==> src/rtl/machine_dbg_pkg.sv <==
// Shared types and codes for the run-control / state-dump sequencer.
package machine_dbg_pkg;

    typedef enum logic [2:0] {
        ST_RUN,
        ST_REG_FETCH,
        ST_REG_SEND,
        ST_MEM_FETCH,
        ST_MEM_SEND,
        ST_DONE
    } dump_state_e;

    localparam logic [1:0] HALT_NONE  = 2'd0;
    localparam logic [1:0] HALT_EXT   = 2'd1;
    localparam logic [1:0] HALT_STUCK = 2'd2;
    localparam logic [1:0] HALT_LIMIT = 2'd3;

    localparam logic KIND_REG = 1'b0;
    localparam logic KIND_MEM = 1'b1;

endpackage

==> src/rtl/machine_dump_ctrl_stuck_pc_detector.sv <==
// Flags a core that keeps presenting the same PC for STUCK_CYCLES consecutive cycles.
module stuck_pc_detector #(
    parameter int unsigned PC_W         = 30,
    parameter int unsigned STUCK_CYCLES = 4
) (
    input  logic            clk,
    input  logic            reset,
    input  logic            enable,
    input  logic [PC_W-1:0] pc,
    output logic            stuck
);

    logic [PC_W-1:0] prev_pc_q, prev_pc_d;
    logic            seen_q, seen_d;
    logic [31:0]     cnt_q, cnt_d;
    logic            same;

    // seen_q keeps the very first enabled cycle from comparing against the reset PC.
    always_comb begin
        same      = seen_q && (pc == prev_pc_q);
        prev_pc_d = prev_pc_q;
        seen_d    = seen_q;
        cnt_d     = cnt_q;
        if (enable) begin
            prev_pc_d = pc;
            seen_d    = 1'b1;
            if (!same) begin
                cnt_d = '0;
            end else if (cnt_q != '1) begin
                cnt_d = cnt_q + 32'd1;
            end
        end
        stuck = (STUCK_CYCLES != 0) && enable && same &&
                (cnt_q + 32'd1 == 32'(STUCK_CYCLES));
    end

    always_ff @(posedge clk or negedge reset) begin
        if (!reset) begin
            prev_pc_q <= '0;
            seen_q    <= 1'b0;
            cnt_q     <= '0;
        end else begin
            prev_pc_q <= prev_pc_d;
            seen_q    <= seen_d;
            cnt_q     <= cnt_d;
        end
    end

endmodule

==> src/rtl/machine_dump_ctrl.sv <==
// Run-control sequencer: halts the core, then streams register file and a memory window
// out as {kind,index,data} records over a valid/ready port.
module machine_dump_ctrl
    import machine_dbg_pkg::*;
#(
    parameter int unsigned DATA_W       = 32,
    parameter int unsigned PC_W         = 30,
    parameter int unsigned NUM_REGS     = 32,
    parameter int unsigned REG_AW       = 5,
    parameter int unsigned MEM_AW       = 30,
    parameter int unsigned MEM_BASE     = 16384,
    parameter int unsigned MEM_WORDS    = 5,
    parameter int unsigned MAX_CYCLES   = 30,
    parameter int unsigned STUCK_CYCLES = 4
) (
    input  logic              clk,
    input  logic              reset,
    input  logic              halt_req,
    input  logic [PC_W-1:0]   pc,
    output logic              cpu_stall,
    output logic [REG_AW-1:0] rf_raddr,
    input  logic [DATA_W-1:0] rf_rdata,
    output logic [MEM_AW-1:0] mem_raddr,
    input  logic [DATA_W-1:0] mem_rdata,
    output logic              dump_valid,
    input  logic              dump_ready,
    output logic              dump_kind,
    output logic [MEM_AW-1:0] dump_index,
    output logic [DATA_W-1:0] dump_data,
    output logic [1:0]        halt_cause,
    output logic [31:0]       cycle_count,
    output logic              done
);

    localparam logic [MEM_AW-1:0] LAST_REG = MEM_AW'(NUM_REGS - 1);
    localparam logic [MEM_AW-1:0] LAST_MEM = (MEM_WORDS == 0) ? '0 : MEM_AW'(MEM_WORDS - 1);
    localparam logic [MEM_AW-1:0] BASE     = MEM_AW'(MEM_BASE);

    dump_state_e       state_q, state_d;
    logic [MEM_AW-1:0] idx_q, idx_d;
    logic              stall_q, stall_d;
    logic              valid_q, valid_d;
    logic              kind_q, kind_d;
    logic [MEM_AW-1:0] index_q, index_d;
    logic [DATA_W-1:0] data_q, data_d;
    logic [1:0]        cause_q, cause_d;
    logic [31:0]       cycle_count_q, cycle_count_d;
    logic              done_q, done_d;
    logic              stuck;
    logic              limit_hit;

    stuck_pc_detector #(
        .PC_W         (PC_W),
        .STUCK_CYCLES (STUCK_CYCLES)
    ) u_stuck (
        .clk    (clk),
        .reset  (reset),
        .enable (state_q == ST_RUN),
        .pc     (pc),
        .stuck  (stuck)
    );

    always_comb begin
        state_d       = state_q;
        idx_d         = idx_q;
        valid_d       = valid_q;
        kind_d        = kind_q;
        index_d       = index_q;
        data_d        = data_q;
        cause_d       = cause_q;
        cycle_count_d = cycle_count_q;
        done_d        = done_q;
        limit_hit     = (MAX_CYCLES != 0) &&
                        ({1'b0, cycle_count_q} + 33'd1 == 33'(MAX_CYCLES));

        case (state_q)
            ST_RUN: begin
                if (cycle_count_q != '1) begin
                    cycle_count_d = cycle_count_q + 32'd1;
                end
                if (halt_req || stuck || limit_hit) begin
                    state_d = ST_REG_FETCH;
                    idx_d   = '0;
                    cause_d = halt_req ? HALT_EXT : (stuck ? HALT_STUCK : HALT_LIMIT);
                end
            end
            ST_REG_FETCH: begin
                data_d  = rf_rdata;
                kind_d  = KIND_REG;
                index_d = idx_q;
                valid_d = 1'b1;
                state_d = ST_REG_SEND;
            end
            ST_REG_SEND: begin
                if (dump_ready) begin
                    valid_d = 1'b0;
                    if (idx_q == LAST_REG) begin
                        idx_d = '0;
                        if (MEM_WORDS == 0) begin
                            state_d = ST_DONE;
                            done_d  = 1'b1;
                        end else begin
                            state_d = ST_MEM_FETCH;
                        end
                    end else begin
                        idx_d   = idx_q + 1'b1;
                        state_d = ST_REG_FETCH;
                    end
                end
            end
            ST_MEM_FETCH: begin
                data_d  = mem_rdata;
                kind_d  = KIND_MEM;
                index_d = BASE + idx_q;
                valid_d = 1'b1;
                state_d = ST_MEM_SEND;
            end
            ST_MEM_SEND: begin
                if (dump_ready) begin
                    valid_d = 1'b0;
                    if (idx_q == LAST_MEM) begin
                        state_d = ST_DONE;
                        done_d  = 1'b1;
                    end else begin
                        idx_d   = idx_q + 1'b1;
                        state_d = ST_MEM_FETCH;
                    end
                end
            end
            ST_DONE: begin
                valid_d = 1'b0;
                done_d  = 1'b1;
            end
            default: state_d = ST_RUN;
        endcase

        stall_d = (state_d != ST_RUN);
    end

    always_ff @(posedge clk or negedge reset) begin
        if (!reset) begin
            state_q       <= ST_RUN;
            idx_q         <= '0;
            stall_q       <= 1'b0;
            valid_q       <= 1'b0;
            kind_q        <= 1'b0;
            index_q       <= '0;
            data_q        <= '0;
            cause_q       <= HALT_NONE;
            cycle_count_q <= '0;
            done_q        <= 1'b0;
        end else begin
            state_q       <= state_d;
            idx_q         <= idx_d;
            stall_q       <= stall_d;
            valid_q       <= valid_d;
            kind_q        <= kind_d;
            index_q       <= index_d;
            data_q        <= data_d;
            cause_q       <= cause_d;
            cycle_count_q <= cycle_count_d;
            done_q        <= done_d;
        end
    end

    assign rf_raddr    = (state_q == ST_REG_FETCH) ? idx_q[REG_AW-1:0] : '0;
    assign mem_raddr   = (state_q == ST_MEM_FETCH) ? (BASE + idx_q) : '0;
    assign cpu_stall   = stall_q;
    assign dump_valid  = valid_q;
    assign dump_kind   = kind_q;
    assign dump_index  = index_q;
    assign dump_data   = data_q;
    assign halt_cause  = cause_q;
    assign cycle_count = cycle_count_q;
    assign done        = done_q;

endmodule
==> config.mk <==
export PLATFORM = sky130hd
export DESIGN_NAME = machine_dump_ctrl
export DESIGN_NICKNAME = d
export VERILOG_FILES = /design/src/rtl/machine_dbg_pkg.sv /design/src/rtl/machine_dump_ctrl_stuck_pc_detector.sv /design/src/rtl/machine_dump_ctrl.sv
export SDC_FILE = /design/constraint.sdc
export NUM_CORES = 1
export LEC_CHECK = 0
export BUFFER_PORTS_ARGS = -buffer_cell sky130_fd_sc_hd__buf_4
export CORE_MARGIN = 2
export CORE_UTILIZATION = 45
export CTS_BUF_LIST = sky130_fd_sc_hd__clkbuf_16
export DETAILED_ROUTE_END_ITERATION = 10
export PLACE_DENSITY = 0.68
export SLEW_MARGIN = 0
export SYNTH_ARGS = -nofsm -noshare
export SYNTH_HDL_FRONTEND = slang
export SYNTH_HIERARCHICAL = 1
export SYNTH_SLANG_ARGS = --single-unit
==> constraint.sdc <==
create_clock -name clk -period 8.5 [get_ports clk]
set_input_delay 2.125 -clock clk [delete_from_list [all_inputs] [get_ports clk]]
set_output_delay 2.125 -clock clk [all_outputs]
set_load 0.02 [all_outputs]
==> results of run 1 <==
power groups by stage:
stage	Combinational (mW)	Sequential, mW	Clock, mW
after floorplan	0.827	1.41	0
after global routing	1.50	1.35	0.871
after CTS	1.38	1.32	0.828
after detailed placement	1.38	1.34	0
after global placement	1.36	1.33	0
final	1.36	1.32	0.806
synthesized netlist by cell type (9+ instances only):
| master | instances | share of area (%) |
|---|---|---|
| xnor2_1 | 89 | 7.0 |
| nand4_1 | 37 | 2.1 |
| dfrtp_1 | 196 | 44 |
| nand3_1 | 43 | 1.9 |
| nor4_1 | 16 | 0.89 |
| nand2_1 | 162 | 5.4 |
| nor3_1 | 23 | 1.0 |
| o21ai_0 | 79 | 3.5 |
| o31ai_1 | 11 | 0.74 |
| and3_1 | 39 | 2.2 |
| a31oi_1 | 30 | 1.7 |
| o21ai_1 | 14 | 0.63 |
| nor2_1 | 74 | 2.5 |
| inv_1 | 21 | 0.70 |
| or3_1 | 9 | 0.50 |
| mux2i_1 | 39 | 3.5 |
| xor2_1 | 25 | 2.0 |
| mux2_2 | 47 | 4.7 |
| clkbuf_1 | 74 | 2.5 |
| a21o_1 | 12 | 0.80 |
| a21oi_1 | 38 | 1.7 |
| nand2b_1 | 12 | 0.67 |
layer usage:
layer	part of all wire [%]	up-vias
met5	0	-
met3	4.2	27
met2	50	246
met4	1.8	0
met1	44	4618
li1	-	4597
kinds of logic after synthesis:
kind of cell	share of synthesized area [%]
simple gates	21.0
compound gates	13.0
flops	43.7
xor+xnor	8.91
buf+inv	4.21
mux	8.20
fa+ha+maj	0.893
flip-flops by register name, indices dropped and copies added, names as in the netlist:
name               cells
dump_valid             1
idx_q                 30
cycle_count           32
dump_data             32
u_stuck/prev_pc_q     30
u_stuck/cnt_q         32
cpu_stall              1
dump_kind              1
u_stuck/seen_q         1
done                   1
dump_index            30
halt_cause             2
state_q                3
worst reg2reg max path, stage by stage, from the launching register on:
cell       delay (ns)
dfrtp_1          0.45
nand4_1          0.47
nor4_2           0.99
nand3_1          0.29
mux2_2           0.31
o2111ai_1        0.12
nor4_1           0.28
buf_4            0.19
o31ai_1          0.07
a21oi_1          0.21
a21o_1           0.11
buf_4            0.39
a31oi_1          0.19
final timing paths:
path                                        from              to  slack [ns]
worst max-delay path                   idx_q[15]   mem_raddr[28]        3.40
worst min-delay path               dump_index[6]   dump_index[6]        0.48
worst max register to register  u_stuck/cnt_q[5]       idx_q[25]        4.29
worst min register to register     dump_index[6]   dump_index[6]        0.48
max in group asynchronous                  reset       idx_q[29]        5.47
min in group asynchronous                  reset  cycle_count[1]        1.68
stage by stage:
stage / utilization (%) / worst slack [ns]
after floorplan: - / 3.60
after global placement: 53.7 / 3.13
after detailed placement: 53.7 / 3.05
after CTS: 56.0 / 3.42
after global routing: 56.0 / 3.18
final: 56.0 / 3.40
cell type report:
type                    count  area [um^2]  area share [%]
well taps                 324          405            2.97
multi-input cells         897         5860            42.9
flip-flops and latches    196         4910            35.9
repair buffers            244         1840            13.5
clock inverters            14          146            1.07
clock buffers              17          425            3.11
inverters                  21         78.8           0.577
==> flow_metrics.tcl, run 1 <==
set metrics [dict create \
    hpwl_um 20700 \
    numCtsBuffers 17 \
    gr-usage-all-layers_pct 22.6 \
    final-setup-viol-count 0 \
    yosys_most_used_dff "dfrtp_1" \
    cp_top_family "simple AND/OR/NAND/NOR gates" \
    syn_area_per_cell_um2 9.29 \
    cp.depth 8 \
    cts_sinks 196 \
    p_int_mw 2.11 \
    post_cts_buffers 0 \
    dp_cells 1682 \
    tns_ns 0 \
    final_hold_viol_count 0 \
    synth_cell_types 63 \
    yosysWarnings 6 \
    clk_pin_slew_ns 0.08 \
    synth_edf_count 0 \
    criticalPathCategory "flip-flop to output pin" \
    layout-drive-gt1-share_pct 25.7 \
    grt-busiest-layer "met2" \
    groute.layer.met3.usage_pct 4.09 \
    finalCriticalPeriod_ns 5.10 \
    grtUsageMet1_pct 30.4 \
    synth_nets 1313 \
    drt-initial-drc-count 720 \
    nets 1483 \
    synth_area_mm2 0.0112 \
    final_common_cell "buf_4" \
    grt_use_met2_pct 37.5 \
    switchingPower_mw 1.38 \
    ctsResizeCount 0 \
    core_mm2 0.0244 \
    cp_max_fo 8 \
    total_power_mw 3.49 \
    place_area_mm2 0.0131 \
    antenna_found_initial 0 \
    cts_tree "built" \
    num_antenna_cells 0 \
    viasPerCell 5.54 \
    startpoint_type "flip-flop" \
    grt_pass1_wl_um 47900 \
    routed_wl_um 29600 \
    pwr-share-seq_pct 37.9 \
    gp_congestion 0.853 \
    finalCritPeriodShare_pct 60.0 \
    area_growth_pct 21.8 \
    yosysSeqAreaShare_pct 43.7 \
    worstPathCellList "ha_1 > and3_1 > and3_1 > nand3_1 > nor2_1 > xnor2_1 > nor2_1 > buf_4" \
    row_count 57 \
    vias 9488 \
    ctsHoldBuffers 0 \
    slowest_delay_ns 0.52 \
    p_clk_share_pct 23.1 \
    grt_pass1_vias 9113 \
    reg2reg_depth 12 \
    fillCellCount 2229 \
    cpMaxStageDelayCell "dfrtp_1" \
    overflow 0 \
    slew_violations 0 \
    fmax_ghz 0.196 \
    relSlewSlack_pct 24.4 \
    dr.pass1.iters 5 \
    die_w_um 162 \
    clock_skew_ns 0.0175 \
    rsz0062_at_grt "no" \
    cts_root_buf "clkbuf_16" \
    worstPathArrival_ns 2.97 \
    wl_per_cell_um 17.3 \
    whs_path_depth 2 \
    design.portCount 233 \
    p_leak_nw 6.04 \
    h-tree-depth 4 \
    ir_worst_vdd_uv 126 \
    drc 0 \
    finish.instance_area_mm2 0.0137 \
    min_path_type "flip-flop to flip-flop" \
    start_util_pct 46.0 \
    power_density_mw_per_mm2 256 \
    dieHeight_um 162 \
    synthCells 1207 \
    swShare_pct 39.5 \
    worstMarginPinSlew_ns 1.12 \
    hold_slack_ns 0.480 \
    worst_setup_path_end_kind "output pin" \
    portBuffers 232 \
    grt_max_degree 90 \
    synth-seq-cells 196 \
    die_area_mm2 0.0262 \
    path_buf_inv 1 \
    cap_violations 0 \
    status "completed" \
    final_cell_mix "buf_4, dfrtp_1, nand2_1" \
    cts_max_path_buffers 2 \
    finalNonFillerCells 1713 \
    antenna_left 0 \
    async_flop_share_pct 100 \
    clk_latency_ns 0.44 \
    comb_power_share_pct 39.0 \
    cp.required_ns 6.38 \
]
Power figures use the tool's default switching activity.
==> run 2, diff against run 1 <==
--- a/config.mk
+++ b/config.mk
@@ -10,7 +10,7 @@
 export CORE_UTILIZATION = 45
 export CTS_BUF_LIST = sky130_fd_sc_hd__clkbuf_16
 export DETAILED_ROUTE_END_ITERATION = 10
-export PLACE_DENSITY = 0.68
+export PLACE_DENSITY = 0.7
 export SLEW_MARGIN = 0
 export SYNTH_ARGS = -nofsm -noshare
 export SYNTH_HDL_FRONTEND = slang
==> constraint.sdc (replaced) <==
create_clock -name clk -period 4.3 [get_ports clk]
set_input_delay 1.075 -clock clk [delete_from_list [all_inputs] [get_ports clk]]
set_output_delay 1.075 -clock clk [all_outputs]
set_load 0.02 [all_outputs]
==> flow_metrics.tcl, run 2 (same netlist as run 1, synthesis figures left out) <==
set metrics [dict create \
    clock_skew_ns 0.0195 \
    cts_max_path_buffers 2 \
    area_growth_pct 22.3 \
    core_mm2 0.0244 \
    fillCellCount 2274 \
    cts_sinks 196 \
    final-setup-viol-count 0 \
    routed_wl_um 29400 \
    comb_power_share_pct 39.1 \
    rsz0062_at_grt "no" \
    cp_max_fo 8 \
    grt_pass1_vias 9373 \
    final_common_cell "buf_4" \
    nets 1489 \
    total_power_mw 6.86 \
    slew_violations 0 \
    wl_per_cell_um 17.1 \
    layout-drive-gt1-share_pct 25.9 \
    hold_end "u_stuck/seen_q" \
    worstSetupStartpoint "idx_q[15]" \
    min-delay-start "u_stuck/seen_q" \
    reg2reg_depth 14 \
    dieHeight_um 162 \
    vias 9483 \
    ir_worst_vdd_uv 256 \
    clk_latency_ns 0.43 \
    switchingPower_mw 2.69 \
    worst_setup_path_end_kind "output pin" \
    gp_congestion 0.860 \
    tns_ns 0 \
    worstMarginPinSlew_ns 0.943 \
    cts_root_buf "clkbuf_16" \
    h-tree-depth 4 \
    cts_tree "built" \
    grt_pass1_wl_um 47900 \
    power_density_mw_per_mm2 500 \
    slowest_delay_ns 0.48 \
    cpMaxStageDelayCell "dfrtp_1" \
    relSlewSlack_pct 37.2 \
    final_hold_viol_count 0 \
    numCtsBuffers 17 \
    hpwl_um 20800 \
    grt_max_degree 113 \
    die_area_mm2 0.0262 \
    portBuffers 232 \
    num_antenna_cells 0 \
    finalCritPeriodShare_pct 91.4 \
    status "completed" \
    overflow 0 \
    drc 0 \
    antenna_found_initial 0 \
    p_leak_nw 6.08 \
    ctsHoldBuffers 0 \
    finalCriticalPeriod_ns 3.93 \
    worstPathCellList "ha_1 > and3_1 > and3_1 > nand3_1 > nor2_1 > xnor2_1 > nor2_1 > buf_4" \
    pwr-share-seq_pct 38.4 \
    p_int_mw 4.17 \
    rr_startpoint "u_stuck/cnt_q[0]" \
    clk_pin_slew_ns 0.08 \
    antenna_left 0 \
    start_util_pct 46.0 \
    r2r_slack_ns 0.74 \
    cap_violations 0 \
    ctsResizeCount 0 \
    final_cell_mix "buf_4, dfrtp_1, nand2_1" \
    whs_path_depth 1 \
    drt-initial-drc-count 513 \
    startpoint_type "flip-flop" \
    row_count 57 \
    dr.pass1.iters 5 \
    viasPerCell 5.51 \
    cp.required_ns 3.22 \
    worstReg2RegEnd "idx_q[23]" \
    post_cts_buffers 0 \
    swShare_pct 39.2 \
    design.portCount 233 \
    gr-usage-all-layers_pct 22.5 \
    fmax_ghz 0.254 \
    criticalPathCategory "flip-flop to output pin" \
    die_w_um 162 \
    min_path_type "flip-flop to flip-flop" \
    worstPathArrival_ns 2.85 \
    p_clk_share_pct 22.5 \
]
## run 2: how the worst max path moves through the flow
stage / endpoint
final: mem_raddr[28]
after global routing: mem_raddr[28]
after CTS: mem_raddr[28]
after detailed placement: idx_q[20]
after global placement: idx_q[23]
after floorplan: idx_q[11]
## run 2: through the flow
| step | cells | hold slack [ns] | cell area, um^2 | setup WS, ns | utilization (%) |
|---|---|---|---|---|---|
| after floorplan | 1207 | 0.439 | 11200 | 0.455 | - |
| after global routing | 1720 | 0.505 | 13700 | 0.160 | 56.2 |
| after CTS | 1720 | 0.480 | 13700 | 0.403 | 56.2 |
| final | 1720 | 0.479 | 13700 | 0.370 | 56.2 |
| after global placement | 1688 | 0.457 | 13200 | 0.814 | 53.9 |
| after detailed placement | 1688 | 0.454 | 13200 | 0.785 | 53.9 |
## run 2: power by group through the flow
stage	sequential [mW]	combinational, mW	clock, mW
after floorplan	2.80	1.63	0
after global placement	2.65	2.67	0
after detailed placement	2.67	2.71	0
after CTS	2.63	2.72	1.58
after global routing	2.70	2.96	1.66
final	2.63	2.69	1.54
## run 2: critical path: cells and delay by family, from the launching register on
kind | cells | cell delay, ns
buf+inv | 1 | 0.19
fa+ha+maj | 1 | 0.31
simple gates | 5 | 1.26
xor+xnor | 1 | 0.18
flops | 1 | 0.48
## run 2: area by class of cell
cell class / instances / area (um^2) / share of cell area [%]
multi-input cells: 897 / 5860 / 42.7
flip-flops and latches: 196 / 4910 / 35.8
repair buffers: 250 / 1910 / 13.9
clock buffers: 17 / 425 / 3.10
well taps: 324 / 405 / 2.96
clock inverters: 15 / 131 / 0.958
inverters: 21 / 78.8 / 0.575
## run 2: layer usage
metal | vias to the layer above | global-route usage (%) | share of wire [%]
li1 | 4606 | - | -
met1 | 4569 | 29.9 | 44
met2 | 260 | 37.4 | 49
met3 | 48 | 4.16 | 4.6
met4 | 0 | 7.36 | 2.5
met5 | - | 0 | 0
==> run 3, diff against run 2 <==
--- a/config.mk
+++ b/config.mk
@@ -5,6 +5,7 @@
 export SDC_FILE = /design/constraint.sdc
 export NUM_CORES = 1
 export LEC_CHECK = 0
+export ABC_AREA = 1
 export BUFFER_PORTS_ARGS = -buffer_cell sky130_fd_sc_hd__buf_4
 export CORE_MARGIN = 2
 export CORE_UTILIZATION = 45
==> flow_metrics.tcl, run 3 <==
set metrics [dict create \
    finish.instance_area_mm2 0.0147 \
    ir_worst_vdd_uv 327 \
    final_common_cell "nand2_1" \
    swShare_pct 43.4 \
    hpwl_um 25600 \
    p_int_mw 4.14 \
    synth_area_leaders "dfrtp_1, nand2_1, nor2_1" \
    drt-initial-drc-count 990 \
    worstMarginPinSlew_ns 0.911 \
    design.portCount 233 \
    synth_area_mm2 0.0121 \
    slew_violations 0 \
    tns_ns 0 \
    row_count 59 \
    dieHeight_um 168 \
    final_hold_viol_count 0 \
    seqCellArea_mm2 0.00490 \
    layout-drive-gt1-share_pct 16.1 \
    worstPathCellList "inv_1 > nor2_4 > inv_2 > nor2_2 > buf_4 > o21ai_0 > nor2_1 > buf_4" \
    area_growth_pct 21.5 \
    portBuffers 232 \
    place_area_mm2 0.0140 \
    async_flop_share_pct 100 \
    overflow 0 \
    cp_max_fo 41 \
    switchingPower_mw 3.18 \
    cts_sinks 196 \
    hold_slack_ns 0.470 \
    startpoint_type "flip-flop" \
    core_mm2 0.0262 \
    power_density_mw_per_mm2 499 \
    wl_per_cell_um 15.2 \
    rsz0062_at_grt "no" \
    synth-seq-cells 196 \
    p_clk_share_pct 23.3 \
    multi_input_area_mm2 0.00618 \
    synth_cell_types 38 \
    status "completed" \
    whs_path_depth 1 \
    ctsHoldBuffers 0 \
    numCtsBuffers 17 \
    vias 12200 \
    path_buf_inv 4 \
    post_cts_buffers 0 \
    slowest_delay_ns 0.46 \
    start_util_pct 46.0 \
    min_path_type "flip-flop to flip-flop" \
    comb_power_share_pct 41.4 \
    synth_nets 1900 \
    synth_common_cells "nand2_1, nor2_1, dfrtp_1" \
    yosysWarnings 6 \
    r2r_slack_ns 1.23 \
    reg2reg_depth 16 \
    antenna_left 0 \
    worst_setup_path_end_kind "output pin" \
    final-setup-viol-count 0 \
    clk_pin_slew_ns 0.07 \
    finalCriticalPeriod_ns 3.78 \
    cp.required_ns 3.22 \
    cts_tree "built" \
    criticalPathCategory "flip-flop to output pin" \
    finalNonFillerCells 2344 \
    pwr-share-seq_pct 35.3 \
    fin_ws_ns 0.520 \
    p_leak_nw 7.24 \
    cp_top_family "buffers and inverters" \
    viasPerCell 5.19 \
    yosysSeqAreaShare_pct 40.7 \
    gr-usage-all-layers_pct 25.4 \
    rr_startpoint "state_q[1]" \
    synth_edf_count 0 \
    cap_violations 0 \
    gp_congestion 0.929 \
    ctsResizeCount 0 \
    num_antenna_cells 0 \
    crit_top_cell "buf_4" \
    finalCritPeriodShare_pct 87.9 \
    clock_skew_ns 0.0203 \
    worstPathArrival_ns 2.71 \
    antenna_found_initial 0 \
    yosys_most_used_dff "dfrtp_1" \
    final_cell_mix "nand2_1, buf_4, nor2_1" \
    relSlewSlack_pct 39.1 \
    yosysMostFrequentCell "nand2_1" \
    cts_max_path_buffers 2 \
    yosysTopAreaCell "dfrtp_1" \
    syn_area_per_cell_um2 6.72 \
    h-tree-depth 4 \
    routed_wl_um 35600 \
    dp_cells 2312 \
    cts_root_buf "clkbuf_16" \
    synth_top_area_share_pct 40.7 \
    post-place-ws_ns 0.888 \
    clk_latency_ns 0.44 \
    grt_pass1_wl_um 58200 \
    grt_pass1_vias 11600 \
    dr.pass1.iters 5 \
    die_w_um 168 \
    worstReg2RegEnd "idx_q[29]" \
    die_area_mm2 0.0281 \
    nets 2102 \
    drc 0 \
    grt_max_degree 84 \
    cpMaxStageDelayCell "buf_4" \
    fmax_ghz 0.265 \
    hold_end "u_stuck/seen_q" \
    min-delay-start "u_stuck/seen_q" \
    fillCellCount 2497 \
    synthCells 1794 \
]
-- run 3: cell types whose count changed in the layout (fill, tap and decap cells not counted), sizes merged, moves of 12 or more --
| cell | change |
|---|---|
| nand3 | +114 |
| nor4 | -19 |
| a21o | -12 |
| mux2 | -47 |
| and3 | -40 |
| nand2 | +513 |
| nor3 | +17 |
| xnor2 | -82 |
| a31oi | -33 |
| inv | +163 |
| mux2i | -39 |
| nor2 | +156 |
| nand2b | -12 |
-- run 3: cell type report --
| cell class | count | area share [%] |
|---|---|---|
| clock buffers | 17 | 2.90 |
| clock inverters | 15 | 1.26 |
| inverters | 181 | 4.63 |
| multi-input cells | 1354 | 42.2 |
| flip-flops and latches | 196 | 33.5 |
| well taps | 335 | 2.86 |
| repair buffers | 246 | 12.7 |
-- run 3: worst reg2reg max path, stage by stage, from the launching register on --
cell,delay [ns]
dfrtp_1,0.52
nor3_2,0.41
nand2_1,0.10
nor3_1,0.14
nand3_1,0.10
nor2_1,0.12
nand2_1,0.07
nor2_1,0.12
nand2_1,0.07
nor2_1,0.10
nand2_1,0.06
nor2_1,0.15
nor2_1,0.12
nand3_4,0.33
nand2_4,0.32
nand2_1,0.15
nand2_1,0.07
-- run 3: cell families after synthesis --
logic type               share of synthesized area [%]
adder cells (fa/ha/maj)                          0.830
flip-flops                                        40.7
AO/OA/AOI/OAI                                     6.85
XOR/XNOR                                          2.11
buffers and inverters                             8.27
AND/OR/NAND/NOR                                   41.3
-- run 3: routing by layer --
metal	track usage [%]	share of wire (%)
met5	0	0
met4	6.92	2.0
met3	4.54	5.0
met2	41.3	48
met1	35.1	45
-- run 3: how the worst max path moves through the flow --
stage	from	end	slack [ns]	depth (start not counted)
finish	state_q[0]	mem_raddr[19]	0.52	8
global route	state_q[0]	mem_raddr[19]	0.30	8
CTS	state_q[0]	mem_raddr[19]	0.54	8
detailed placement	pc[1]	idx_q[29]	0.89	17
global placement	pc[3]	idx_q[23]	0.93	17
floorplan	idx_q[15]	mem_raddr[22]	1.46	7
-- run 3: through the flow --
step           utilization, %  total power, mW
2_1_floorplan               -             4.59
3_3_place_gp             53.6             5.60
3_5_place_dp             53.6             5.66
4_1_cts                  55.9             7.38
5_1_grt                  55.9             7.82
6_report                 55.9             7.32
-- run 3: power groups by stage --
stage | clock network [mW] | registers [mW] | logic (mW)
global placement | 0 | 2.60 | 3.00
floorplan | 0 | 2.87 | 1.73
global route | 1.82 | 2.65 | 3.35
finish | 1.70 | 2.59 | 3.03
CTS | 1.74 | 2.58 | 3.05
detailed placement | 0 | 2.61 | 3.05
